**src/rtl/vx_wb_arbiter.sv**
```systemverilog
// vx_wb_arbiter: round-robin writeback arbiter with eop packet lock and one registered output stage.
// Defining WB_ARB_PERF_EN adds the saturating perf_stalls counter port.
module vx_wb_arbiter #(
    parameter int NUM_REQS    = 5,
    parameter int NUM_THREADS = 4,
    parameter int NW_BITS     = 2,
    parameter int REQ_BITS    = $clog2(NUM_REQS)
) (
    input  logic                                       clk,
    input  logic                                       reset,
    input  logic [NUM_REQS-1:0]                        req_valid,
    input  logic [NUM_REQS-1:0][NW_BITS-1:0]           req_wid,
    input  logic [NUM_REQS-1:0][NUM_THREADS-1:0]       req_tmask,
    input  logic [NUM_REQS-1:0][31:0]                  req_pc,
    input  logic [NUM_REQS-1:0][4:0]                   req_rd,
    input  logic [NUM_REQS-1:0][NUM_THREADS-1:0][31:0] req_data,
    input  logic [NUM_REQS-1:0]                        req_eop,
    output logic [NUM_REQS-1:0]                        req_ready,
    output logic                                       wb_valid,
    output logic [NW_BITS-1:0]                         wb_wid,
    output logic [NUM_THREADS-1:0]                     wb_tmask,
    output logic [31:0]                                wb_pc,
    output logic [4:0]                                 wb_rd,
    output logic [NUM_THREADS-1:0][31:0]               wb_data,
    output logic                                       wb_eop,
    output logic [REQ_BITS-1:0]                        wb_src,
    input  logic                                       wb_ready
`ifdef WB_ARB_PERF_EN
    ,
    output logic [31:0]                                perf_stalls
`endif
);
    logic                en;
    logic                found;
    logic                grant;
    logic                lock;
    logic [REQ_BITS-1:0] sel;
    logic [REQ_BITS-1:0] cand;
    logic [REQ_BITS-1:0] last_grant;
    logic [REQ_BITS-1:0] owner;

    assign en    = !wb_valid || wb_ready;
    assign grant = reset && en && found;

    // Descending scan so the source closest after last_grant is assigned last and wins.
    always_comb begin
        found = 1'b0;
        sel   = owner;
        cand  = '0;
        if (lock) begin
            found = req_valid[owner];
        end else begin
            for (int k = NUM_REQS; k >= 1; k--) begin
                cand = REQ_BITS'((int'(last_grant) + k) % NUM_REQS);
                if (req_valid[cand]) begin
                    found = 1'b1;
                    sel   = cand;
                end
            end
        end
    end

    always_comb begin
        req_ready = '0;
        if (grant) req_ready[sel] = 1'b1;
    end

    always_ff @(posedge clk or negedge reset) begin
        if (!reset) begin
            wb_valid   <= 1'b0;
            wb_wid     <= '0;
            wb_tmask   <= '0;
            wb_pc      <= '0;
            wb_rd      <= '0;
            wb_data    <= '0;
            wb_eop     <= 1'b0;
            wb_src     <= '0;
            lock       <= 1'b0;
            owner      <= '0;
            last_grant <= REQ_BITS'(NUM_REQS - 1);
        end else if (en) begin
            wb_valid <= grant;
            if (grant) begin
                wb_wid     <= req_wid[sel];
                wb_tmask   <= req_tmask[sel];
                wb_pc      <= req_pc[sel];
                wb_rd      <= req_rd[sel];
                wb_data    <= req_data[sel];
                wb_eop     <= req_eop[sel];
                wb_src     <= sel;
                last_grant <= sel;
                lock       <= !req_eop[sel];
                owner      <= sel;
            end
        end
    end

`ifdef WB_ARB_PERF_EN
    always_ff @(posedge clk or negedge reset) begin
        if (!reset)
            perf_stalls <= '0;
        else if (|(req_valid & ~req_ready) && perf_stalls != '1)
            perf_stalls <= perf_stalls + 32'd1;
    end
`endif
endmodule
```
**config.mk**
```make
export PLATFORM = sky130hd
export DESIGN_NAME = vx_wb_arbiter
export DESIGN_NICKNAME = d
export VERILOG_FILES = /design/src/rtl/vx_wb_arbiter.sv
export SDC_FILE = /design/constraint.sdc
export NUM_CORES = 1
export LEC_CHECK = 0
export BUFFER_PORTS_ARGS = -buffer_cell sky130_fd_sc_hd__buf_2
export CAP_MARGIN = 30
export CELL_PAD_IN_SITES_DETAIL_PLACEMENT = 0
export CELL_PAD_IN_SITES_GLOBAL_PLACEMENT = 1
export CORE_AREA = 2 2 407 409
export CTS_BUF_LIST = sky130_fd_sc_hd__clkbuf_8
export DETAILED_ROUTE_END_ITERATION = 10
export DIE_AREA = 0 0 409 411
export PLACE_DENSITY_LB_ADDON = 0.1
export SLEW_MARGIN = 20
export SYNTH_ARGS = -nofsm -noshare
export SYNTH_HDL_FRONTEND = slang
export SYNTH_SLANG_ARGS = --single-unit
```
**constraint.sdc**
```tcl
create_clock -name clk -period 5.4 [get_ports clk]
set_input_delay 0.54 -clock clk [delete_from_list [all_inputs] [get_ports clk]]
set_output_delay 0.54 -clock clk [all_outputs]
set_load 0.02 [all_outputs]
```
# [Word-level counts from Yosys, hierarchy flattened]
# Index checks and enable logic that the tools add are counted.
[classes] addsub=5 mul=0 div_mod_pow=5 n_lt_le_gt_ge=8 n_eq_ne=0 shifts=0 mux=39 bitwise_logic=0 reduce_logical=7
[op_table] cell="$bmux W128 S3" n=1
[op_table] cell="$mod A32 B4 Y32 const B" n=5
[op_table] cell="$mux W128" n=1
[op_table] cell="$bmux W32 S3" n=1
[op_table] cell="$mux W32" n=1
[op_table] cell="$lt A3 B4 Y1 const B" n=7
[op_table] cell="$bmux W1 S3" n=7
[op_table] cell="$mux W3" n=6
[op_table] cell="$bmux W5 S3" n=1
[op_table] cell="$mux W1" n=14
[op_table] cell="$bmux W4 S3" n=1
[op_table] cell="$mux W5" n=2
[op_table] cell="$add A3 B2 Y4 const B" n=2
[op_table] cell="$add A3 B3 Y4 const B" n=2
[op_table] cell="$bmux W2 S3" n=1
[op_table] cell="$add A3 B1 Y4 const B" n=1
[op_table] cell="$mux W4" n=1
[op_table] cell="$demux W1 S3" n=1
[op_table] cell="$ge A3 B1 Y1 const B" n=1
[op_table] cell="$logic_and A1 B1 Y1" n=3
[op_table] cell="$logic_not A1 Y1" n=2
[op_table] cell="$mux W2" n=1
[op_table] cell="$reduce_and A2 Y1" n=1
[op_table] cell="$logic_or A1 B1 Y1" n=1
[totals] reg_bits=180 latchBits=0 mem_bits_rw=0 romBits=0 input_bits=868 elab_cells=77 memories=0

# [Logic depth before layout (Yosys ltp)]
# Gate-level depths: netlist of the first run.
[depth] depth_word=15 depth_mapped=25

# [Worst setup path after synthesis of the first run]
# OpenSTA, ideal clock, no wires.
[synth_path] kind="flip-flop to output port" from="register, netlist name wb_src[0]" to="output port req_ready[1]" arrival_ns=5.657 slack_ns=-0.797 path_stages_with_launch=25 path_cell_list="dfrtp_1 > buf_2 > buf_2 > inv_1 > buf_1 > ha_1 > clkbuf_1 > inv_2 > ha_1 > or3b_2 > o22ai_1 > or2_2 > ha_1 > inv_1 > o22ai_1 > o21ai_1 > mux2i_1 > a32oi_1 > and3_1 > a211oi_2 > or2_2 > or3_4 > buf_4 > buf_6 > nor2_1"
[synth_rtl] item="to (decl)" line_no="18" rtl="output logic [NUM_REQS-1:0] req_ready,"

# [Worst setup path in the final report of the first run]
[layout_path] from="register last_grant[2]" to="output port req_ready[3]"
[layout_via] elab_chain_cells=15 word_cells_on_any_way=39 cone_classes="5 x add/sub; 5 x div; 2 x order compare; 25 x mux; 2 x reduce/logical"
[layout_rtl] item="from (decl)" line_no="39" rtl="logic [REQ_BITS-1:0] last_grant;"
[layout_rtl] item="from (signal assigned)" line_no="80" rtl="last_grant <= REQ_BITS'(NUM_REQS - 1);"
[layout_rtl] item="from (signal assigned)" line_no="91" rtl="last_grant <= sel;"
[layout_rtl] item="$add A3 B3 Y4" line_no="54" rtl="cand = REQ_BITS'((int'(last_grant) + k) % NUM_REQS);"
[layout_rtl] item="$mod A32 B4 Y32" line_no="54"
[layout_rtl] item="$bmux W1 S3" line_no="55" rtl="if (req_valid[cand]) begin"
[layout_rtl] item="$mux W1 (implied by the code)" line_no="55"
[layout_rtl] item="$mux W3 (5 in series)" line_no="55"
[layout_rtl] item="$mux W3" line_no="50" rtl="if (lock) begin"
[layout_rtl] item="$lt A3 B4 Y1 (implied by the code) or $ge A3 B1 Y1 (tied branches)" line_no="65" rtl="if (grant) req_ready[sel] = 1'b1;"
[layout_rtl] item="$logic_and A1 B1 Y1 (implied by the code)" line_no="65"
[layout_rtl] item="$mux W1 (implied by the code)" line_no="65"
[layout_rtl] item="$demux W1 S3" line_no="65"
[layout_rtl] item="$mux W5 *" line_no="65"
# Mark *: on every way between the ends. The rest lies on a longest branch, timed or not. The select of a mux whose other input is x is not followed.

==> results of run 1 <==
==> flip-flops by register name (all words and copies together), names as in the netlist <==
register    cells
last_grant      1
lock            1
wb_data       128
wb_eop          1
wb_pc          32
wb_rd           5
wb_src          3
wb_tmask        4
wb_valid        1
wb_wid          2
==> timing repair <==
| action | CTS | global route |
|---|---|---|
| pin swaps | 31 | 35 |
| gates resized for setup | 77 | 37 |
| setup endpoints to repair | 74 | 38 |
| setup buffers | 23 | 21 |
| hold buffers | 1 | 0 |
| endpoints found under the hold margin | 3 | 0 |
==> cells in the final DEF (no fill, tap or decap), types with 11 or more instances in the layout <==
master        n
a2bb2oi_1   172
buf_12       23
buf_2      1043
buf_4       180
buf_6        18
clkbuf_8     17
dfrtp_1     175
diode_2      18
ha_1         11
ha_4         13
inv_1        16
mux2i_1     348
nand2_1     197
o221ai_1     15
o221ai_2    161
==> routing by layer <==
layer | vias to the layer above | wire length [um]
met5 | - | 258
li1 | 8130 | -
met1 | 8894 | 47900
met4 | 42 | 2800
met3 | 144 | 7020
met2 | 690 | 61500
==> worst min-delay path by stage <==
stage | end | cells past startpoint | slack [ns]
6_report | wb_rd[0] | 4 | 0.22
5_1_grt | wb_data[88] | 3 | 0.14
4_1_cts | wb_data[84] | 3 | 0.11
3_5_place_dp | wb_rd[0] | 1 | 0.38
3_3_place_gp | wb_rd[0] | 1 | 0.38
2_1_floorplan | lock | 0 | 0.24
==> power groups by stage <==
stage	logic (mW)	registers (mW)	clock network, mW
2_1_floorplan	14.1	3.20	0
3_3_place_gp	23.1	2.62	0
3_5_place_dp	23.2	2.61	0
4_1_cts	24.0	2.60	1.22
5_1_grt	25.3	2.68	1.25
6_report	23.8	2.59	1.12
==> per-stage QoR <==
stage | util (%) | setup TNS (ns)
final | 15.8 | 0
after global placement | 14.9 | -0.176
after floorplan | - | 0
after global routing | 15.8 | -0.744
after detailed placement | 14.9 | -0.0377
after CTS | 15.5 | -0.268
==> worst register-to-register path, cell delays in order (launching register included) <==
cell and delay [ns]:
dfstp_2 0.61, buf_6 0.12, clkinvlp_4 0.16, ha_4 0.21
a21oi_4 0.14, buf_6 0.13, a22oi_1 0.09, and2_4 0.17
ha_1 0.23, nor2b_4 0.13, nor2_2 0.05, a221o_1 0.38
a211o_1 0.35, buf_4 0.15, nor3_2 0.23, o2111ai_4 0.19
a31oi_4 0.29, buf_12 0.15, buf_4 0.17, buf_6 0.21
buf_12 0.29, mux2i_1 0.51, o221ai_2 0.17
==> cell type report <==
class / count / area, um^2 / area share (%)
Clock buffer: 17 / 234 / 0.905
Inverter: 28 / 119 / 0.460
Multi-Input combinational cell: 1123 / 10800 / 41.8
Tap cell: 2189 / 2740 / 10.6
Clock inverter: 15 / 174 / 0.673
Timing Repair Buffer: 1266 / 7260 / 28.1
Sequential cell: 178 / 4460 / 17.3
Antenna cell: 18 / 45.0 / 0.174
==> logic make-up (layout without fill, tap and decap cells) <==
logic type	after synthesis	count (layout)	share of synthesized area [%]
flip-flops	178	178	28.4
XOR/XNOR	7	7	0.558
multiplexers	367	367	23.9
adder cells (fa/ha/maj)	26	26	2.07
buffers and inverters	182	1326	6.44
other	0	18	0
AND/OR/NAND/NOR	266	266	7.46
AO/OA/AOI/OAI	457	457	31.2
==> metrics.md, run 1 <==
| Metric | Value |
|---|---|
| Top cell type's share of synthesized area | `28.2%` |
| Area contributors post-synth | `dfrtp_1, mux2i_1, o221ai_2` |
| Layout cells sized above 1 | `59.7%` |
| Seq pwr share | `9.4%` |
| Initial core utilization | `9.58%` |
| Core area | `164000 um^2` |
| Sequential area share after synthesis | `28.4%` |
| Router iterations before antenna repair | `5` |
| TritonCTS buffer count | `17` |
| Routed via count | `17900` |
| H-tree levels | `4` |
| Post-synth top area cell | `dfrtp_1` |
| Post-DP HPWL | `98.9 mm` |
| Part of the cycle the worst path needs | `98.8%` |
| Final setup viols | `0` |
| Global-route wire length before repair | `158 mm` |
| CP Depth | `18` |
| Drt total wl | `119 mm` |
| RSZ-0062 raised after global routing | `true` |
| Worst reg2reg path startpoint | `last_grant[2]` |
| DRC violations left | `0` |
| Die Y | `411 um` |
| Design area | `25800 um^2` |
| Pwr dens | `1060 nW/um^2` |
| HP Start | `req_rd[20]` |
| Synthesis Warnings | `0` |
| Placed cell area | `24500 um^2` |
| Area grow syn2layout | `64.6%` |
| Critical path's largest stage delay | `0.61 ns` |
| Commonest cells in the netlist | `mux2i_1, nand2_1, dfrtp_1` |
| Post-Synthesis Cell Area | `15700 um^2` |
| Ports | `1049` |
| Post-synth EDFFs | `0` |
| Delay-heaviest family, CP | `compound AO/OA/AOI/OAI gates` |
| Synth Net Count | `2377` |
| Grt ovf | `0` |
| Die width | `409 um` |
| Worst slew pin tran | `0.956 ns` |
| Clk slew on worst S/H paths | `0.15 ns` |
| Final worst slack | `0.0639 ns` |
| Crit. Startpoint | `last_grant[2]` |
| Clock sinks | `178` |
| Total die area | `168000 um^2` |
| Crit path DAT | `4.80 ns` |
| Overall power | `27.5 mW` |
| Max clock buf depth | `2` |
| Fin. max-slew vios | `0` |
| Clock Latency Late Sink | `0.63 ns` |
| Most frequent cell after synthesis | `mux2i_1` |
| Tmin final | `5.34 ns` |
| Comb power frac | `86.5%` |
| Most frequent cell on the critical path | `buf_6` |
| Worst setup path endpoint | `req_ready[3]` |
| PortBufs | `1048` |
| Crit-path cells | `buf_6, clkinvlp_4, ha_4, a21oi_4, buf_6, a22oi_1, and2_4, ha_1, nor2b_4, nor2_2, a221o_1, a211o_1, o221a_1, o221ai_2, a32oi_2, or3_4, nor2_4, buf_6` |
| Grt met3 use | `3.66%` |
| Final nets | `3508` |
| Vias/cell | `3.70` |
| Worst r2r dst | `wb_data[18]` |
| Final hold vios | `0` |
| Switching pwr | `14.7 mW` |
| Internal power | `12.8 mW` |
| Final std cells w/o fill | `4834` |
| Synth Flop Type | `dfrtp_1` |
| Largest net degree at the start of global routing | `118` |
| Grt met1 use | `15.8%` |
| Worst Skew | `0.0324 ns` |
| Synth cell types | `87` |
| Antenna viol nets, final | `0` |
| Hold WS | `0.222 ns` |
| Dpl ws | `-0.0365 ns` |
| Placed cells | `4739` |
| Worst rel slew slack | `36.3%` |
| GR Util met2 | `24.2%` |
| Worst path bufs/invs | `4` |
| GRT Resource Usage Total | `13.5%` |
| Cells after Synth | `1483` |
| Worst setup EP type | `output pin` |
| Initial antenna violation count | `69` |
| DR iter-0 viols | `983` |
| Asr flop ratio synth | `100%` |
| Static Leak | `11.8 nW` |
| Max FO, Critical Path | `5` |
| Vias in the first global route | `19200` |
| Crit start category | `register` |
| Syn_area_per_cell | `10.6 um^2` |
| Rows | `149` |
| Status | `completed` |
| Yosys reg bits | `178` |
| Root Driver | `clkbuf_8` |
| Hold Path Class | `in -> reg` |
| Crit Path Class | `reg -> out` |
| Switching share of total power | `53.4%` |
| Gr busiest metal | `met2` |
| Slowest CP cell | `dfstp_2` |
| Filler cell count in the final layout | `18700` |
| Fmax | `187 MHz` |
| Routed wire per std cell | `24.7 um` |
| TritonCTS clock tree | `built` |
| Maximum Capacitance Violations | `0` |
| Peak supply drop | `0.666 mV` |
| Reg2Reg Depth | `22` |
| Reg2reg setup slack | `0.14 ns` |
| Final RePlAce weighted congestion | `0.909` |
| Clk pwr share | `4.1%` |
| WP data required | `4.86 ns` |
Note: power is estimated with default switching activity, not from simulation.
==> inputs of run 2 (changes only) <==
--- a/config.mk
+++ b/config.mk
@@ -6,7 +6,7 @@
 export NUM_CORES = 1
 export LEC_CHECK = 0
 export BUFFER_PORTS_ARGS = -buffer_cell sky130_fd_sc_hd__buf_2
-export CAP_MARGIN = 30
+export CAP_MARGIN = 20
 export CELL_PAD_IN_SITES_DETAIL_PLACEMENT = 0
 export CELL_PAD_IN_SITES_GLOBAL_PLACEMENT = 1
 export CORE_AREA = 2 2 407 409
==> constraint.sdc (replaced) <==
create_clock -name clk -period 4.5 [get_ports clk]
set_input_delay 0.45 -clock clk [delete_from_list [all_inputs] [get_ports clk]]
set_output_delay 0.45 -clock clk [all_outputs]
set_load 0.02 [all_outputs]
==> run 2 against run 1 <==
Effect of this change:
- the flow now finishes with violations (negative setup slack)
- critical path depth stayed put
- via count is 6.2% higher
- flip-flop and latch count stayed put
- utilization is 1.6 points higher
- first-iteration DRC count is 18% lower
- final cell count is 4.4% higher
- non-clock buffer count is 216 higher
- die area stayed put
- global-route usage is 2.2 points higher
- sequential share of layout area is 1.6 points lower
- register-to-register slack worse by 0.66 ns
- largest cell class unchanged
==> metrics.md, run 2 (synthesis results as in run 1) <==
| Metric | Value |
|---|---|
| GRT Resource Usage Total | `15.7% (was 13.5%)` |
| Crit start category | `register (unchanged)` |
| Root Driver | `clkbuf_8 (unchanged)` |
| PortBufs | `1048 (unchanged)` |
| Worst setup EP type | `output pin (unchanged)` |
| DR iter-0 viols | `809 (was 983)` |
| Most frequent cells in the layout | `buf_2, buf_4, mux2i_1 (was buf_2, mux2i_1, nand2_1)` |
| Die Y | `411 um (unchanged)` |
| Core area | `164000 um^2 (unchanged)` |
| Ports | `1049 (unchanged)` |
| Reg2reg setup slack | `-0.52 ns (was 0.14 ns)` |
| Initial antenna violation count | `96 (was 69)` |
| Number of flip-flops under the largest register name | `128 (unchanged)` |
| Clock sinks | `178 (unchanged)` |
| Worst rel slew slack | `42.5% (was 36.3%)` |
| TritonCTS buffer count | `17 (unchanged)` |
| Clock Latency Late Sink | `0.64 ns (was 0.63 ns)` |
| Global-route wire length before repair | `181 mm (was 158 mm)` |
| Status | `finished with violations (was completed)` |
| Final worst slack | `-0.664 ns (was 0.0639 ns)` |
| Crit Path Class | `reg -> out (unchanged)` |
| TritonCTS clock tree | `built (unchanged)` |
| Maximum Capacitance Violations | `0 (unchanged)` |
| Part of the cycle the worst path needs | `115%` |
| Die width | `409 um (unchanged)` |
| Commonest non-fill, non-tap cell in the layout | `buf_2 (unchanged)` |
| Total die area | `168000 um^2 (unchanged)` |
| Area occupied by registers | `4460 um^2 (about the same)` |
| Largest regs | `wb_data x128, wb_pc x32, wb_rd x5 (unchanged)` |
| DRC violations left | `0 (unchanged)` |
| Vias in the first global route | `20700 (was 19200)` |
| Worst slew pin tran | `0.863 ns (was 0.956 ns)` |
| Largest net degree at the start of global routing | `105 (was 118)` |
| Initial core utilization | `9.58% (unchanged)` |
| Routed wire per std cell | `27.3 um (was 24.7 um)` |
| Hold WS | `0.122 ns (was 0.222 ns)` |
| Final hold vios | `0 (unchanged)` |
| Vias/cell | `3.77 (was 3.70)` |
| Router iterations before antenna repair | `7 (was 5)` |
| Hold Path Class | `in -> reg (unchanged)` |
| Footprint of the multi-input gates | `11200 um^2 (was 10800 um^2)` |
| Reg with most FFs | `wb_data (unchanged)` |
| Crit path DAT | `4.71 ns (was 4.80 ns)` |
| Fin. max-slew vios | `0 (unchanged)` |
| Filler cell count in the final layout | `18500 (was 18700)` |
| Final RePlAce weighted congestion | `0.862 (was 0.909)` |
| Violations in the final reports | `negative setup slack` |
| Max FO, Critical Path | `5 (unchanged)` |
| Final setup viols | `178 (was 0)` |
| Layout cells sized above 1 | `64.7% (was 59.7%)` |
| Fmax | `194 MHz` |
| Rows | `149 (unchanged)` |
| Clk slew on worst S/H paths | `0.15 ns (about the same)` |
| Post-DP HPWL | `115 mm (was 98.9 mm)` |
| Drt total wl | `138 mm (was 119 mm)` |
| Antenna viol nets, final | `0 (unchanged)` |
| Grt ovf | `0 (unchanged)` |
| Area grow syn2layout | `81.8% (was 64.6%)` |
| Worst Skew | `0.0380 ns (was 0.0324 ns)` |
| RSZ-0062 raised after global routing | `true (unchanged)` |
| Final nets | `3724 (was 3508)` |
| Max clock buf depth | `2 (unchanged)` |
| Tmin final | `5.16 ns` |
| WP data required | `4.05 ns (was 4.86 ns)` |
| Routed via count | `19000 (was 17900)` |
| H-tree levels | `4 (unchanged)` |
[run 2: per-stage QoR]
| step | setup WS (ns) | utilization (%) | cells | instance area, um^2 | setup TNS, ns |
|---|---|---|---|---|---|
| global route | -0.954 | 17.4 | 5037 | 28500 | -97.05 |
| floorplan | -0.513 | - | 1483 | 16000 | -20.57 |
| detailed placement | -0.810 | 16.1 | 4938 | 26300 | -81.06 |
| finish | -0.664 | 17.4 | 5049 | 28500 | -61.05 |
| CTS | -0.872 | 17.0 | 5004 | 27900 | -52.04 |
| global placement | -0.802 | 16.1 | 4938 | 26300 | -79.03 |
[run 2: final timing paths]
path / from / end / cells past startpoint
worst max-delay path: wb_src[0] / req_ready[1] / 18
worst min-delay path: req_pc[122] / wb_pc[26] / 3
worst max register to register: wb_src[0] / wb_data[101] / 27
worst min register to register: wb_data[91] / wb_data[91] / 2
max in group asynchronous: reset / wb_src[1] / 3
min in group asynchronous: reset / wb_data[30] / 2
[run 2: critical path, cell delays in order (launching register included)]
cell and delay, ns:
dfrtp_1 0.42, buf_4 0.15, ha_4 0.17, xor2_4 0.17, buf_6 0.13, inv_4 0.04
o311ai_4 0.31, and2_4 0.23, ha_4 0.14, nor2b_4 0.14, nor2_1 0.05, a221o_1 0.38
a211o_1 0.35, o221a_1 0.31, o221ai_2 0.20, a32oi_2 0.15, or3_4 0.51, nor2_4 0.14
buf_6 0.12
[run 2: metal layers]
| metal | global-route usage, % | up-vias | share of wire [%] | wire length [um] |
|---|---|---|---|---|
| met1 | 17.7 | 9466 | 38 | 53000 |
| met2 | 29.8 | 722 | 54 | 74500 |
| met3 | 4.01 | 194 | 5.8 | 8020 |
| li1 | - | 8580 | - | - |
| met5 | 0 | - | 0.26 | 363 |
| met4 | 2.26 | 56 | 1.4 | 1990 |
[run 2: layout make-up]
class | instances | area share [%]
Multi-Input combinational cell | 1123 | 39.2
Clock buffer | 17 | 0.820
Tap cell | 2189 | 9.60
Inverter | 28 | 0.421
Clock inverter | 15 | 0.500
Sequential cell | 178 | 15.6
Timing Repair Buffer | 1482 | 33.7
Antenna cell | 17 | 0.149
[run 2: timing repair]
action                                 CTS  global route
setup endpoints to repair              179           180
cloned                                   6             6
endpoints found under the hold margin   26             0
buffers inserted                        27            22
hold buffers                             1             0
pin swaps                               16            12
resized for setup                      157            59
Power of run 2 is not shown: default switching activity piles up to over one toggle a cycle in this logic, so the estimate is an artifact.
==> inputs of run 3 (changes only) <==
--- a/config.mk
+++ b/config.mk
@@ -14,6 +14,7 @@
 export DETAILED_ROUTE_END_ITERATION = 10
 export DIE_AREA = 0 0 409 411
 export PLACE_DENSITY_LB_ADDON = 0.1
+export SETUP_SLACK_MARGIN = 0.15
 export SLEW_MARGIN = 20
 export SYNTH_ARGS = -nofsm -noshare
 export SYNTH_HDL_FRONTEND = slang
==> run 3 against run 2 <==
Effect of this change:
- the flow still finishes with violations (negative setup slack)
- critical path depth rose by 2
- design area rose by 4.6%
- non-clock buffer count rose by 22
- utilization rose by 0.79 points
- sequential share of layout area fell by 0.68 points
- via count fell by 1.8%
- die area did not move
- fmax fell by 2.4%
- worst hold slack got worse by 0.027 ns
- register-to-register slack got worse by 0.14 ns
- flip-flop and latch count did not move
- critical path type unchanged
- critical endpoint is now req_ready[3]
==> metrics.md, run 3 (synthesis results as in run 1) <==
| Metric | Value |
|---|---|
| Status | `finished with violations (unchanged)` |
| Violations in the final reports | `negative setup slack (unchanged)` |
| Routed wire per std cell | `24.3 um (was 27.3 um)` |
| HP Start | `req_data[471] (was req_pc[122])` |
| Total die area | `168000 um^2 (unchanged)` |
| Grt ovf | `0 (unchanged)` |
| Max clock buf depth | `2 (unchanged)` |
| WP data required | `4.05 ns (about the same)` |
| Hold Path Class | `in -> reg (unchanged)` |
| Core area | `164000 um^2 (unchanged)` |
| Worst rel slew slack | `41.2% (was 42.5%)` |
| Reg2Reg Depth | `26 (was 27)` |
| Filler cell count in the final layout | `18400 (was 18500)` |
| H-tree levels | `4 (unchanged)` |
| Final hold vios | `0 (unchanged)` |
| Router iterations before antenna repair | `4 (was 7)` |
| Clk slew on worst S/H paths | `0.16 ns (was 0.15 ns)` |
| PortBufs | `1048 (unchanged)` |
| Largest regs | `wb_data x128, wb_pc x32, wb_rd x5 (unchanged)` |
| Most frequent cells in the layout | `buf_2, buf_4, nand2_1 (was buf_2, buf_4, mux2i_1)` |
| Crit. Startpoint | `wb_src[0] (unchanged)` |
| Initial antenna violation count | `56 (was 96)` |
| Root Driver | `clkbuf_8 (unchanged)` |
| Worst slew pin tran | `0.882 ns (was 0.863 ns)` |
| Maximum Capacitance Violations | `0 (unchanged)` |
| Tmin final | `5.29 ns (was 5.16 ns)` |
| Clock sinks | `178 (unchanged)` |
| Global-route wire length before repair | `166 mm (was 181 mm)` |
| TritonCTS clock tree | `built (unchanged)` |
| RSZ-0062 raised after global routing | `true (unchanged)` |
| Max FO, Critical Path | `4 (was 5)` |
| Crit Path Class | `reg -> out (unchanged)` |
| Reg with most FFs | `wb_data (unchanged)` |
| Rows | `149 (unchanged)` |
| Final setup viols | `179 (was 178)` |
| Layout cells sized above 1 | `68.8% (was 64.7%)` |
| DR iter-0 viols | `744 (was 809)` |
| Die Y | `411 um (unchanged)` |
| Worst reg2reg path startpoint | `wb_src[0] (unchanged)` |
| Antenna viol nets, final | `0 (unchanged)` |
| Die width | `409 um (unchanged)` |
| Part of the cycle the worst path needs | `118% (was 115%)` |
| Final RePlAce weighted congestion | `0.903 (was 0.862)` |
| Clock Latency Late Sink | `0.67 ns (was 0.64 ns)` |
| Number of flip-flops under the largest register name | `128 (unchanged)` |
| Fmax | `189 MHz (was 194 MHz)` |
| Commonest non-fill, non-tap cell in the layout | `buf_2 (unchanged)` |
| Fin. max-slew vios | `0 (unchanged)` |
| Drt total wl | `123 mm (was 138 mm)` |
| Area grow syn2layout | `90.1% (was 81.8%)` |
| Routed via count | `18700 (was 19000)` |
| DRC violations left | `0 (unchanged)` |
| Final worst slack | `-0.790 ns (was -0.664 ns)` |
| TritonCTS buffer count | `17 (unchanged)` |
| Ports | `1049 (unchanged)` |
| Largest net degree at the start of global routing | `62 (was 105)` |
| Worst Skew | `0.0328 ns (was 0.0380 ns)` |
| Post-DP HPWL | `102 mm (was 115 mm)` |
| Vias/cell | `3.68 (was 3.77)` |
| Hold WS | `0.0946 ns (was 0.122 ns)` |
| GRT Resource Usage Total | `14.1% (was 15.7%)` |
| Crit path DAT | `4.84 ns (was 4.71 ns)` |
| Worst setup EP type | `output pin (unchanged)` |
| Vias in the first global route | `20600 (was 20700)` |
| Crit start category | `register (unchanged)` |
| Final nets | `3746 (was 3724)` |
| Hold depth | `3 (unchanged)` |
| Initial core utilization | `9.58% (unchanged)` |
run 3: path summary, 6_finish.rpt:
check / endpoint / slack [ns]
hold reg to reg: wb_rd[4] / 0.51
hold / removal: wb_data[87] / 0.09
min in group asynchronous: wb_data[1] / 0.24
max in group asynchronous: wb_tmask[2] / 2.25
setup reg to reg: wb_pc[4] / -0.66
setup / recovery: req_ready[3] / -0.79
run 3: layout make-up:
| type | count | area, um^2 | share of cell area, % |
|---|---|---|---|
| inverter | 28 | 123 | 0.411 |
| timing repair buffer | 1504 | 9720 | 32.6 |
| multi-input combinational | 1123 | 12300 | 41.3 |
| tap | 2189 | 2740 | 9.18 |
| clock buffer | 18 | 248 | 0.830 |
| sequential | 178 | 4460 | 14.9 |
| antenna | 14 | 35.0 | 0.117 |
| clock inverter | 14 | 180 | 0.604 |
run 3: routing by layer:
metal  GRT usage, %  part of all wire (%)  up-vias
li1               -                     -     8616
met1           16.0                    39     9224
met2           25.9                    53      637
met3           3.51                   5.3      157
met4           3.87                   2.6       34
met5              0                  0.16        -
run 3: what timing repair did:
item	4_1_cts	5_1_grt
resized for setup	284	145
endpoints found under the setup margin	181	180
hold buffers	8	0
setup buffers	37	19
cloned	6	0
pin swaps	21	8
endpoints found under the hold margin	41	0
run 3: critical path, cell delays in order, from the launching register on:
cell and delay, ns:
dfrtp_1 0.43, ha_2 0.23, xor2_4 0.17, buf_4 0.15
ha_4 0.15, buf_4 0.14, o311ai_4 0.22, and2_4 0.20
ha_2 0.19, nor2b_4 0.15, nor2_1 0.04, a221o_1 0.36
a211o_1 0.32, buf_4 0.15, o21ai_1 0.22, nor4_4 0.07
a31oi_4 0.27, inv_8 0.03, or3_4 0.43, nor2_4 0.13
buf_6 0.12
run 3: stage by stage:
step	cell area [um^2]	instances	worst slack (ns)	TNS (ns)	util, %
floorplan	16000	1483	-0.512	-20.59	-
global placement	26300	4952	-0.570	-57.90	16.1
detailed placement	26300	4952	-0.502	-53.28	16.1
CTS	28800	5035	-0.836	-61.63	17.6
global route	29800	5062	-1.00	-111.20	18.2
finish	29800	5068	-0.790	-77.77	18.2
Power of run 3 is left out for the same reason.
